## src/rtl/umips_muldiv.sv

```systemverilog
// Iterative radix-2 multiply/divide unit holding the architectural HI/LO registers.
// One shift-add (multiply) or restoring shift-subtract (divide) step per cycle, 33-cycle latency.
module umips_muldiv #(
    parameter int unsigned WIDTH = 32
) (
    input  logic             clk,
    input  logic             rst,
    input  logic             start,
    input  logic [1:0]       op,
    input  logic [WIDTH-1:0] a,
    input  logic [WIDTH-1:0] b,
    input  logic             hi_we,
    input  logic             lo_we,
    input  logic [WIDTH-1:0] wd,
    output logic             busy,
    output logic             done,
    output logic [WIDTH-1:0] hi,
    output logic [WIDTH-1:0] lo
);

    typedef enum logic [1:0] {
        S_IDLE,
        S_RUN,
        S_FIX
    } state_t;

    localparam logic [5:0] LAST_STEP = 6'(WIDTH - 1);

    state_t               state_q, state_d;
    logic [5:0]           cnt_q, cnt_d;
    logic                 is_div_q, is_div_d;
    logic                 neg_prod_q, neg_prod_d;
    logic                 neg_rem_q, neg_rem_d;
    logic                 divz_q, divz_d;
    logic [WIDTH-1:0]     dvd_q, dvd_d;
    logic [WIDTH-1:0]     opb_q, opb_d;
    logic [2*WIDTH-1:0]   acc_q, acc_d;
    logic [WIDTH-1:0]     hi_q, hi_d;
    logic [WIDTH-1:0]     lo_q, lo_d;
    logic                 done_q, done_d;

    logic                 signed_op;
    logic                 a_neg, b_neg;
    logic [WIDTH-1:0]     abs_a, abs_b;
    logic [WIDTH:0]       mul_sum;
    logic [2*WIDTH-1:0]   mul_next;
    logic [WIDTH:0]       div_rem;
    logic [WIDTH:0]       div_diff;
    logic                 div_ge;
    logic [2*WIDTH-1:0]   div_next;
    logic [2*WIDTH-1:0]   prod_fix;
    logic [WIDTH-1:0]     quo_fix, rem_fix;

    assign signed_op = ~op[0];
    assign a_neg     = signed_op & a[WIDTH-1];
    assign b_neg     = signed_op & b[WIDTH-1];
    assign abs_a     = a_neg ? -a : a;
    assign abs_b     = b_neg ? -b : b;

    // Multiply: multiplier sits in the low half and shifts out as the product shifts in.
    assign mul_sum  = {1'b0, acc_q[2*WIDTH-1:WIDTH]} + (acc_q[0] ? {1'b0, opb_q} : '0);
    assign mul_next = {mul_sum, acc_q[WIDTH-1:1]};

    // Divide: remainder in the high half, dividend bits shift out of the low half as quotient bits shift in.
    assign div_rem  = acc_q[2*WIDTH-1:WIDTH-1];
    assign div_diff = div_rem - {1'b0, opb_q};
    assign div_ge   = ~div_diff[WIDTH];
    assign div_next = {(div_ge ? div_diff[WIDTH-1:0] : div_rem[WIDTH-1:0]),
                       acc_q[WIDTH-2:0], div_ge};

    assign prod_fix = neg_prod_q ? -acc_q : acc_q;
    assign quo_fix  = neg_prod_q ? -acc_q[WIDTH-1:0] : acc_q[WIDTH-1:0];
    assign rem_fix  = neg_rem_q ? -acc_q[2*WIDTH-1:WIDTH] : acc_q[2*WIDTH-1:WIDTH];

    always_ff @(posedge clk or posedge rst) begin
        if (rst) begin
            state_q    <= S_IDLE;
            cnt_q      <= '0;
            is_div_q   <= 1'b0;
            neg_prod_q <= 1'b0;
            neg_rem_q  <= 1'b0;
            divz_q     <= 1'b0;
            dvd_q      <= '0;
            opb_q      <= '0;
            acc_q      <= '0;
            hi_q       <= '0;
            lo_q       <= '0;
            done_q     <= 1'b0;
        end else begin
            state_q    <= state_d;
            cnt_q      <= cnt_d;
            is_div_q   <= is_div_d;
            neg_prod_q <= neg_prod_d;
            neg_rem_q  <= neg_rem_d;
            divz_q     <= divz_d;
            dvd_q      <= dvd_d;
            opb_q      <= opb_d;
            acc_q      <= acc_d;
            hi_q       <= hi_d;
            lo_q       <= lo_d;
            done_q     <= done_d;
        end
    end

    always_comb begin
        state_d    = state_q;
        cnt_d      = cnt_q;
        is_div_d   = is_div_q;
        neg_prod_d = neg_prod_q;
        neg_rem_d  = neg_rem_q;
        divz_d     = divz_q;
        dvd_d      = dvd_q;
        opb_d      = opb_q;
        acc_d      = acc_q;
        hi_d       = hi_q;
        lo_d       = lo_q;
        done_d     = 1'b0;

        case (state_q)
            S_IDLE: begin
                if (start) begin
                    state_d    = S_RUN;
                    cnt_d      = '0;
                    is_div_d   = op[1];
                    neg_prod_d = a_neg ^ b_neg;
                    neg_rem_d  = a_neg;
                    divz_d     = op[1] & (b == '0);
                    dvd_d      = a;
                    if (op[1]) begin
                        opb_d = abs_b;
                        acc_d = {{WIDTH{1'b0}}, abs_a};
                    end else begin
                        opb_d = abs_a;
                        acc_d = {{WIDTH{1'b0}}, abs_b};
                    end
                end else begin
                    if (hi_we) hi_d = wd;
                    if (lo_we) lo_d = wd;
                end
            end
            S_RUN: begin
                acc_d = is_div_q ? div_next : mul_next;
                cnt_d = cnt_q + 6'd1;
                if (cnt_q == LAST_STEP) state_d = S_FIX;
            end
            S_FIX: begin
                state_d = S_IDLE;
                done_d  = 1'b1;
                if (!is_div_q) begin
                    hi_d = prod_fix[2*WIDTH-1:WIDTH];
                    lo_d = prod_fix[WIDTH-1:0];
                end else if (divz_q) begin
                    hi_d = dvd_q;
                    lo_d = '1;
                end else begin
                    hi_d = rem_fix;
                    lo_d = quo_fix;
                end
            end
            default: state_d = S_IDLE;
        endcase
    end

    assign busy = (state_q != S_IDLE);
    assign done = done_q;
    assign hi   = hi_q;
    assign lo   = lo_q;

endmodule

```

## config.mk

```make
export PLATFORM = sky130hd
export DESIGN_NAME = umips_muldiv
export DESIGN_NICKNAME = d
export VERILOG_FILES = /design/src/rtl/umips_muldiv.sv
export SDC_FILE = /design/constraint.sdc
export NUM_CORES = 1
export LEC_CHECK = 0
export CORE_MARGIN = 10
export CORE_UTILIZATION = 36
export DETAILED_ROUTE_END_ITERATION = 16
export GPL_TIMING_DRIVEN = 1
export PLACE_DENSITY_LB_ADDON = 0.15
export SYNTH_ARGS = -nofsm -noshare
export SYNTH_HDL_FRONTEND = slang
export SYNTH_SLANG_ARGS = --single-unit
```

## constraint.sdc

```tcl
create_clock -name clk -period 7.57 [get_ports clk]
set_input_delay 1.1355 -clock clk [delete_from_list [all_inputs] [get_ports clk]]
set_output_delay 1.1355 -clock clk [all_outputs]
set_load 0.02 [all_outputs]
```

* Yosys cells after proc, flatten, opt, wreduce, memory -nomap -nowiden
Cells that the tools add are included.
Word-level totals: register bits after elaboration 205, input bits 103, output and inout bits 66, word-level logic and storage cells 72
Cells by class: $add $sub $neg 8, eq/ne operators 8, mux-type cells 28, bitwise operators 6, reduce and logical (&&, ||, !) cells 10
Operator list (number):
- 2-to-1 mux 32 bit | 16
- 2-to-1 mux 64 bit | 3
- negation 32 bit | 4
- one-hot mux 32 bit (2 select lines) | 2
- one-hot mux 64 bit (2 select lines) | 1
- negation 64 bit | 1
- adder 32 x 32 -> 33 bit | 1
- subtractor 33 x 32 -> 33 bit | 1
- zero test 32 bit | 1
- one-hot mux 6 bit (2 select lines) | 1
- != test 2 bit, second input constant | 5
- adder 6 x 1 -> 6 bit, second input constant | 1
- == test 6 x 5 -> 1 bit, second input constant | 1
- 2-to-1 mux 6 bit | 1
- AND reduction 2 bit | 3
- AND reduction 3 bit | 2
- nonzero test 2 bit | 3
- 2-to-1 mux 2 bit | 2
- one-hot mux 2 bit (2 select lines) | 1
- AND 1 bit | 3
- == test 2 x 1 -> 1 bit, second input constant | 1
- == test 2 bit, second input constant | 1
- zero test 2 bit | 1
- inverter 1 bit | 2
- 2 further kinds | 2

* Depth between registers and ports, before layout
Gate-level depths: netlist of run 1.
depth in word-level cells 6, gate-level depth with buffers 15

* Least setup slack after synthesis of run 1
No wires, ideal clock.
path type register to register, start point register acc_q[31], end point register acc_q[43], library setup time 83 ps, arrival 3562 ps, path slack 3925 ps, cell stages (with the launch flop) 16, path buffers 3, clock period less this slack 3645 ps, cell sequence dfrtp_1 > clkbuf_1 > inv_1 > ha_1 > fa_1 > nand2b_1 > a21oi_1 > o2111ai_1 > a211o_1 > a21o_1 > o21a_1 > a211oi_2 > clkbuf_1 > buf_1 > a21oi_1 > o21ai_0
On the way: cells in the longest elaborated chain, start to end 4
Ends and longest elaborated chain:
- start: declaration | line 37 | logic [2*WIDTH-1:0] acc_q, acc_d;
- start signal: assignment | line 85 | acc_q <= '0;
- start signal: assignment | line 98 | acc_q <= acc_d;
- subtractor 33 x 32 -> 33 bit | line 66 | assign div_diff = div_rem - {1'b0, opb_q};
- 2-to-1 mux 32 bit | line 68 | assign div_next = {(div_ge ? div_diff[WIDTH-1:0] : div_rem[WIDTH-1:0]),
- 2-to-1 mux 64 bit | line 142 | acc_d = is_div_q ? div_next : mul_next;
- one-hot mux 64 bit (2 select lines) | line 119 | case (state_q)
Every way passes these cells. A chain may end at the register's enable or synchronous reset.

* Final worst setup path of run 1
start point register acc_q[31], end point register acc_q[58]
The elaborated chain is that of the path after synthesis.

==> run metrics, run 1 <==
amount of wire on met2 after detailed routing=29,000 um; number of levels in the clock H-tree=1; first-pass GRT wire length=102,000 um; number of different library cells in the post-synthesis netlist=80; area fraction in compound gates after synthesis=0.267; HPWL after detailed placement=52,700 um; number of synthesis warnings=0; cell count after placement=2,746; number of flops mapped to enable cells by yosys=0; count of unresolved DRC violations after routing=0; crit path capture type=flip-flop; cell with the biggest individual delay on the critical path=a211oi_4; post-CTS sizing=0; number of cells on the worst reg-to-reg path=14; starting utilization of the core area=0.364; post-synthesis share of cell area spent on full adders, half adders and majority gates=0.0547; setup repair after global routing missed its margin=no; layout cell share with drive strength beyond 1=0.0456; vias per cell=5.92; Final GP Congestion=1.00; clock transition at the registers of the reported paths=0.06 ns; start of the worst register-to-register path=acc_q[31]; initial antenna violation count=1; nets in the synthesized netlist=2,278; post-synthesis register bit count=205; share of async-settable or async-resettable flops after synthesis=1.00; maximum fanout count along the critical path=36; fraction of the yosys area taken by sequential cells=0.311; Clock Sinks=205; top post-synthesis cells by area=dfrtp_1 31%, o21ai_0 6.6%, nand2_1 6.5%; Detailed Route Iter0 Violations=1,894; Crit path top cell by count=nand2b_1; number of port buffers=168; share of cell area taken by muxes after synthesis=0.0381; max-slew headroom at the worst pin=0.145; maximum clock frequency=212 MHz; wire length on met3=6010 um; detailed-routing iteration count for the pre-antenna-repair pass=5; Post-synth top cells=286 x nand2_1, 217 x o21ai_0, 205 x dfrtp_1; number of slew-limit violations in the final report=0; die width=234 um; Critical Path, Cell by Cell=inv_1, ha_1, fa_1, nand2b_1, a21oi_1, o2111ai_1, a211o_1, a21o_1, o21a_1, a211oi_4, buf_4, nand2b_1, o21ai_0, a221o_1; Synth Area in XOR/XNOR=0.0992; Die Height=234 um; number of hold-slack violations in the final timing report=0; cell type contributing the most total cell area after synthesis=dfrtp_1; number of violations of the max-capacitance limit=0; remaining antenna violation count=0; metal1 wirelength=31,300 um; footprint of the flip-flops and latches=5130 sq um; timing endpoint of the critical path=acc_q[58]; r2r setup slk=2.85 ns; power density over cell area=414 nW/um^2; highest metal used=met5; placeable core region=45,400 sq um; clock tree from TritonCTS=built; via count of the first global-routing pass=15.7k; area of the die=54,800 sq um; number of top-level pins=169; count of fill cells added during filler insertion=4,631; worst vdd ir=195 uV; Worst Path Required=8.00 ns; net count reported at finish=2,348; total wire length after detailed routing=68,600 um; period utilization=0.624; startpoint type of the worst setup path=flip-flop; Setup TNS=0 ns; post-CTS setup buffer count=0; primary flip-flop cell chosen by synthesis mapping=dfrtp_1; transition time at the pin with the least slew margin=1.28 ns; row count=78; GRT Util Overall=0.242; growth of design area from synthesis to finish=17.2%; antenna diode instance count=0; count of placed standard cells in the final layout, fillers left out=2,792; result of the run=complete, no violations; most numerous cell in the Yosys netlist=nand2_1; Max Buffers Root-to-Sink=3; worst hold-check slack=0.475 ns; final-report setup violation count=0; Mapped Cells=2,104; via count of the routed design=16.5k; CP peak stage delay=0.67 ns; Num CTS Buffers=26; data arrival time of the worst path=5.15 ns; Leak Pwr=7.97 nW; post-synth top area share=0.311; end of the worst register-to-register path=acc_q[58]; grt total ovfl=0; Syn Area/Cell=7.84 sq um; Wirelength per Cell=24.6 um; clock insertion delay at the later pin of the skew report=0.58 ns; largest family of logic cells by synthesized area=compound AO/OA/AOI/OAI gates; worst setup path category=flip-flop to flip-flop; Clk Tree Root Cell=clkbuf_16; area of combinational cells with multiple inputs=10,600 sq um; CTS hold repair buffers=0; Final Skew=0.0297 ns; worst min-delay path category=flip-flop to flip-flop; largest net degree at the start of global routing=90; start point of the critical path=acc_q[31]; simple logic cell fraction of the synthesized area=0.180; post-synth design cell area=16,500 sq um; time the worst path needs with I/O delays and setup=4.72 ns
[where the power goes]
part	internal, W	switching [W]	total [W]
Combinational	0.00192	0.00265	0.00457
Clock	0.000676	0.000537	0.00121
Sequential	0.00148	0.000744	0.00223
[logic make-up (layout without fill, tap and decap cells)]
| logic type | after synthesis | after routing |
|---|---|---|
| muxes | 62 | 62 |
| and+or+nand+nor | 655 | 655 |
| adders and majority gates | 71 | 71 |
| xor gates and xnor gates | 187 | 187 |
| AOI/OAI and AO/OA | 711 | 711 |
| buffers and inverters | 213 | 301 |
| DFF | 205 | 205 |
[layer usage]
layer  up-vias  global-route usage
met3        92              0.0428
met5         -                   0
met1      8042               0.351
met2       698               0.358
li1       7705                   -
met4         2              0.0764
[layout make-up]
class	instances	share of cell area
multi-input combinational	1686	0.547
sequential	205	0.265
timing repair buffer	188	0.0944
inverter	67	0.0134
clock inverter	13	0.00556
tap	600	0.0388
clock buffer	33	0.0355
[through the flow]
step | cell area (sq um) | util | worst slack (ns) | power [W]
2_1_floorplan | 16500 | - | 0.839 | 0.00524
3_3_place_gp | 18600 | 0.409 | 2.99 | 0.00667
3_5_place_dp | 18600 | 0.409 | 2.86 | 0.00672
4_1_cts | 19300 | 0.426 | 2.84 | 0.00796
5_1_grt | 19300 | 0.426 | 2.49 | 0.00859
6_report | 19300 | 0.426 | 2.85 | 0.00801
[cells in the final DEF, fill, tap and decap left out, types with 8 or more instances in the layout]
cell type        synthesis  layout
nand2_1                286     285
o21ai_0                217     217
dfrtp_1                205     203
nor2_1                 183     181
clkdlybuf4s50_1          0     167
a21oi_1                163     163
xnor2_1                118     118
xor2_1                  69      69
ha_1                    69      69
inv_1                   66      64
a211oi_1                62      62
mux2i_1                 56      56
o22ai_1                 48      48
nor3_1                  41      41
a21o_1                  29      29
o211ai_1                28      28
clkbuf_16                0      26
a22oi_1                 25      25
nand2b_1                23      23
o31ai_1                 20      20
buf_4                    0      20
nand3_1                 17      17
o21a_1                  16      16
a31oi_1                 15      15
or3_1                   14      14
nor4_1                  13      13
nor2b_1                 11      10
o41ai_1                 10      10
or4_1                   10      10
o21ai_1                 10      10
a221oi_1                10      10
nand4_1                  9       9
clkinv_2                 0       9
o21bai_1                 9       8
a221o_1                  8       8
and3_1                   8       8
[worst min-delay path by stage]
| stage | from | to | depth (start not counted) |
|---|---|---|---|
| floorplan | cnt_q[5] | cnt_q[5] | 1 |
| global route | dvd_q[21] | dvd_q[21] | 2 |
| detailed placement | dvd_q[21] | dvd_q[21] | 2 |
| global placement | cnt_q[5] | cnt_q[5] | 1 |
| finish | lo[12] | lo[12] | 2 |
| CTS | lo[12] | lo[12] | 2 |
[worst max-delay path, delay by kind of cell, from the launching register on]
family / cells / cell delay, ns
AO/OA/AOI/OAI: 8 / 2.31
AND/OR/NAND/NOR: 2 / 0.47
flip-flops: 1 / 0.56
buffers and inverters: 2 / 0.59
adder cells (fa/ha/maj): 2 / 0.63
[registers in the layout, summed over array words and instances (netlist names)]
name and count:
state_q 2, opb_q 32, acc_q 64, is_div_q 1, cnt_q 6, done 1, hi 32, neg_rem_q 1
lo 32, divz_q 1, neg_prod_q 1, dvd_q 32
(Power assumes the default switching activity.)
==> run 2: changes to the inputs <==
- clock period: 7.57 -> 3.9 ns (I/O delays scaled with it)
==> run metrics, run 2 (synthesis results as in run 1) <==
result of the run=complete, no violations; net count reported at finish=2,449; via count of the routed design=16.8k; clock tree from TritonCTS=built; number of levels in the clock H-tree=1; Max Buffers Root-to-Sink=3; cell count after placement=2,847; growth of design area from synthesis to finish=23.0%; Die Height=234 um; GRT Util Overall=0.250; detailed-routing iteration count for the pre-antenna-repair pass=5; Final Skew=0.0214 ns; Detailed Route Iter0 Violations=1,527; power density over cell area=811 nW/um^2; initial antenna violation count=2; via count of the first global-routing pass=16.0k; Most flops, register=acc_q; clock transition at the registers of the reported paths=0.06 ns; count of fill cells added during filler insertion=4,637; worst setup path category=flip-flop to flip-flop; placeable core region=45,400 sq um; antenna diode instance count=0; transition time at the pin with the least slew margin=1.14 ns; count of unresolved DRC violations after routing=0; setup repair after global routing missed its margin=no; number of top-level pins=169; largest net degree at the start of global routing=98; total wire length after detailed routing=70,600 um; data arrival time of the worst path=4.08 ns; grt total ovfl=0; Clock Sinks=205; number of violations of the max-capacitance limit=0; commonest non-fill, non-tap cells in the layout=285 x nand2_1, 217 x o21ai_0, 203 x dfrtp_1, 181 x nor2_1, 167 x clkdlybuf4s50_1; CTS hold repair buffers=0; post-CTS setup buffer count=0; number of flip-flops in the largest register=64; Num CTS Buffers=26; post-CTS sizing=0; number of hold-slack violations in the final timing report=0; Leak Pwr=8.55 nW; crit path capture type=flip-flop; startpoint type of the worst setup path=flip-flop; maximum clock frequency=273 MHz; vias per cell=5.79; die width=234 um; clock insertion delay at the later pin of the skew report=0.56 ns; time the worst path needs with I/O delays and setup=3.67 ns; layout cell share with drive strength beyond 1=0.0871; starting utilization of the core area=0.364; Final GP Congestion=0.926; HPWL after detailed placement=56,100 um; number of slew-limit violations in the final report=0; Wirelength per Cell=24.4 um; count of placed standard cells in the final layout, fillers left out=2,895; Setup TNS=0 ns; max-slew headroom at the worst pin=0.237; worst min-delay path category=flip-flop to flip-flop; core occupancy in the finished layout=0.447; first-pass GRT wire length=104,000 um; period utilization=0.941; area of the die=54,800 sq um; worst vdd ir=395 uV; final-report setup violation count=0; Clk Tree Root Cell=clkbuf_16; row count=78; number of port buffers=168; remaining antenna violation count=0; Worst Path Required=4.32 ns; Finished Cell Area=20,300 sq um; maximum fanout count along the critical path=6; area of placed instances=19,400 sq um; most frequent standard cell in the layout excluding fill and tap cells=nand2_1
==> run 2: cell types whose count changed in the layout (fill, tap and decap cells not counted), sizes merged <==
cell,change
buf,+101
clkinv,-10
clkbuf,+7
bufinv,+5
clkinvlp,+1
inv,-1
==> run 2: final cells by class <==
type	count	area [sq um]	share of cell area
repair buffers	289	2640	0.130
clock inverters	8	193	0.00949
clock buffers	40	754	0.0372
flip-flops and latches	205	5130	0.253
inverters	67	255	0.0126
multi-input cells	1686	10600	0.521
well taps	600	751	0.0370
==> run 2: path summary, 6_finish.rpt <==
| kind | from | endpoint | cells after the start | slack [ns] |
|---|---|---|---|---|
| setup / recovery | acc_q[32] | hi[26] | 13 | 0.23 |
| hold / removal | lo[15] | lo[15] | 2 | 0.47 |
| setup reg to reg | acc_q[32] | hi[26] | 13 | 0.23 |
| hold reg to reg | lo[15] | lo[15] | 2 | 0.47 |
| max in group asynchronous | rst | acc_q[39] | 3 | 2.68 |
| min in group asynchronous | rst | acc_q[46] | 3 | 0.51 |
==> run 2: power breakdown <==
| group | internal, W | switching, W |
|---|---|---|
| Sequential | 0.00289 | 0.00115 |
| Combinational | 0.00417 | 0.00554 |
| Clock | 0.00172 | 0.000988 |
| Total | 0.00878 | 0.00768 |
==> run 2: stage by stage <==
stage	hold slack, ns	worst slack, ns	total power [W]
floorplan	0.436	0.255	0.0102
global placement	0.454	0.277	0.0135
detailed placement	0.471	0.244	0.0136
CTS	0.484	0.256	0.0164
global route	0.503	0.00763	0.0176
finish	0.475	0.231	0.0165
==> run 2: worst max-delay path, stage by stage (launching register included) <==
cell     delay, ns
dfrtp_1       0.44
inv_1         0.13
ha_1          0.28
or4b_1        0.59
nor4b_1       0.46
nand2_1       0.15
or4_1         0.55
nor4_1        0.26
buf_4         0.17
nor2_1        0.04
nor2_1        0.10
nor2_1        0.05
o31ai_1       0.21
o22ai_1       0.11
==> run 2: layer usage <==
metal	GRT usage	up-vias	part of all wire	routed length [um]
li1	-	7904	-	-
met1	0.344	8078	0.45	31500
met2	0.373	669	0.43	30100
met3	0.0547	120	0.084	5950
met4	0.104	2	0.044	3110
met5	0	-	0.00018	13
==> run 3: changes to the inputs <==
- CTS_CLUSTER_DIAMETER: unset -> 120
- clock period: 3.9 -> 4.23 ns (I/O delays scaled with it)
==> run metrics, run 3 (synthesis results as in run 1) <==
number of port buffers=168; Worst Hold Launch=cnt_q[5]; Clock Sinks=205; net count reported at finish=2,403; clock transition at the registers of the reported paths=0.06 ns; Worst Path Required=4.64 ns; row count=78; result of the run=complete, no violations; number of top-level pins=169; final-report setup violation count=0; number of slew-limit violations in the final report=0; Clk Tree Root Cell=clkbuf_16; Finished Cell Area=19,900 sq um; worst vdd ir=352 uV; net switching fraction of the power=0.479; GRT Util Overall=0.250; number of flip-flops in the largest register=64; number of hold-slack violations in the final timing report=0; Final Skew=0.0125 ns; grt total ovfl=0; max-slew headroom at the worst pin=0.118; area of the die=54,800 sq um; transition time at the pin with the least slew margin=1.31 ns; number of levels in the clock H-tree=1; Setup TNS=0 ns; start point of the critical path=opb_q[10]; die width=234 um; Num CTS Buffers=26; period utilization=0.943; commonest non-fill, non-tap cells in the layout=285 x nand2_1, 217 x o21ai_0, 203 x dfrtp_1, 181 x nor2_1, 167 x clkdlybuf4s50_1; remaining antenna violation count=0; growth of design area from synthesis to finish=20.8%; placeable core region=45,400 sq um; number of violations of the max-capacitance limit=0; clock insertion delay at the later pin of the skew report=0.56 ns; post-CTS sizing=0; first-pass GRT wire length=103,000 um; internal power=0.00775 W; time the worst path needs with I/O delays and setup=3.99 ns; Wirelength per Cell=24.8 um; Detailed Route Iter0 Violations=1,718; startpoint type of the worst setup path=flip-flop; number of cells on the worst reg-to-reg path=11; Leak Pwr=8.30 nW; via count of the routed design=16.5k; portion of total power attributed to combinational logic=0.587; part of the power in the clock network=0.161; post-CTS setup buffer count=0; power density over cell area=746 nW/um^2; Final GP Congestion=0.968; sw power=0.00713 W; setup repair after global routing missed its margin=no; largest net degree at the start of global routing=94; maximum fanout count along the critical path=35; HPWL after detailed placement=55,600 um; maximum clock frequency=251 MHz; data arrival time of the worst path=4.40 ns; clock tree from TritonCTS=built; r2r setup slk=0.24 ns; worst setup path category=flip-flop to flip-flop; end of the worst register-to-register path=acc_q[42]; via count of the first global-routing pass=15.7k; area of placed instances=19,000 sq um; layout cell share with drive strength beyond 1=0.0707; total wire length after detailed routing=70,700 um; Max Buffers Root-to-Sink=3; initial antenna violation count=2; worst min-delay path category=flip-flop to flip-flop; crit path capture type=flip-flop; count of unresolved DRC violations after routing=0; most frequent standard cell in the layout excluding fill and tap cells=nand2_1; starting utilization of the core area=0.364; share of total power in sequential cells=0.252; start of the worst register-to-register path=opb_q[10]; timing endpoint of the critical path=acc_q[42]; Die Height=234 um; vias per cell=5.79; Most flops, register=acc_q; CTS hold repair buffers=0; detailed-routing iteration count for the pre-antenna-repair pass=6
[run 3: cell types whose count changed in the layout (fill, tap and decap cells not counted), sizes merged]
cell	change
clkinvlp	+3
bufinv	-2
clkinv	+5
diode	+1
buf	-46
clkbuf	-6
[run 3: through the flow]
stage               instances  power, W  hold WS, ns  setup slack [ns]  utilization
global placement         2801    0.0123        0.459             0.385        0.419
CTS                      2849    0.0148        0.475             0.354        0.439
finish                   2850    0.0149        0.473             0.243        0.439
global route             2849    0.0159        0.493            0.0724        0.439
floorplan                2104   0.00937        0.436             0.585            -
detailed placement       2801    0.0123        0.457             0.353        0.419
[run 3: power groups by stage]
stage	Sequential, W	Combinational, W	Clock (W)
3_3_place_gp	0.00372	0.00855	0
3_5_place_dp	0.00374	0.00859	0
5_1_grt	0.00382	0.00956	0.00252
4_1_cts	0.00370	0.00863	0.00244
6_report	0.00374	0.00874	0.00240
2_1_floorplan	0.00336	0.00602	0
[run 3: layout make-up]
type / instances / area [sq um]
flip-flops and latches: 205 / 5130
multi-input cells: 1686 / 10600
repair buffers: 243 / 2300
diodes: 1 / 2.50
well taps: 600 / 751
fillers: 4683 / 25400
clock inverters: 14 / 203
inverters: 67 / 255
clock buffers: 34 / 711
[run 3: worst min path at each step]
stage,end,slack [ns],cells after the start
6_report,cnt_q[5],0.47,1
5_1_grt,lo[31],0.49,2
4_1_cts,cnt_q[5],0.47,1
3_5_place_dp,cnt_q[5],0.46,1
3_3_place_gp,cnt_q[5],0.46,1
2_1_floorplan,cnt_q[5],0.44,1
[run 3: critical path: stages, from the launching register on]
cell	delay [ns]
dfrtp_1	0.39
inv_1	0.20
ha_1	0.32
o311ai_0	1.07
a211o_1	0.29
a21o_1	0.18
o21ai_0	0.20
a211oi_4	0.38
buf_12	0.26
buf_4	0.24
mux2i_1	0.19
o21ai_0	0.10
[run 3: per-layer routing]
| metal | vias up | part of all wire | global-route usage |
|---|---|---|---|
| met4 | 2 | 0.028 | 0.0714 |
| met5 | - | 0.00018 | 0 |
| met2 | 592 | 0.43 | 0.380 |
| met3 | 78 | 0.082 | 0.0516 |
| li1 | 7827 | - | - |
| met1 | 8015 | 0.46 | 0.352 |
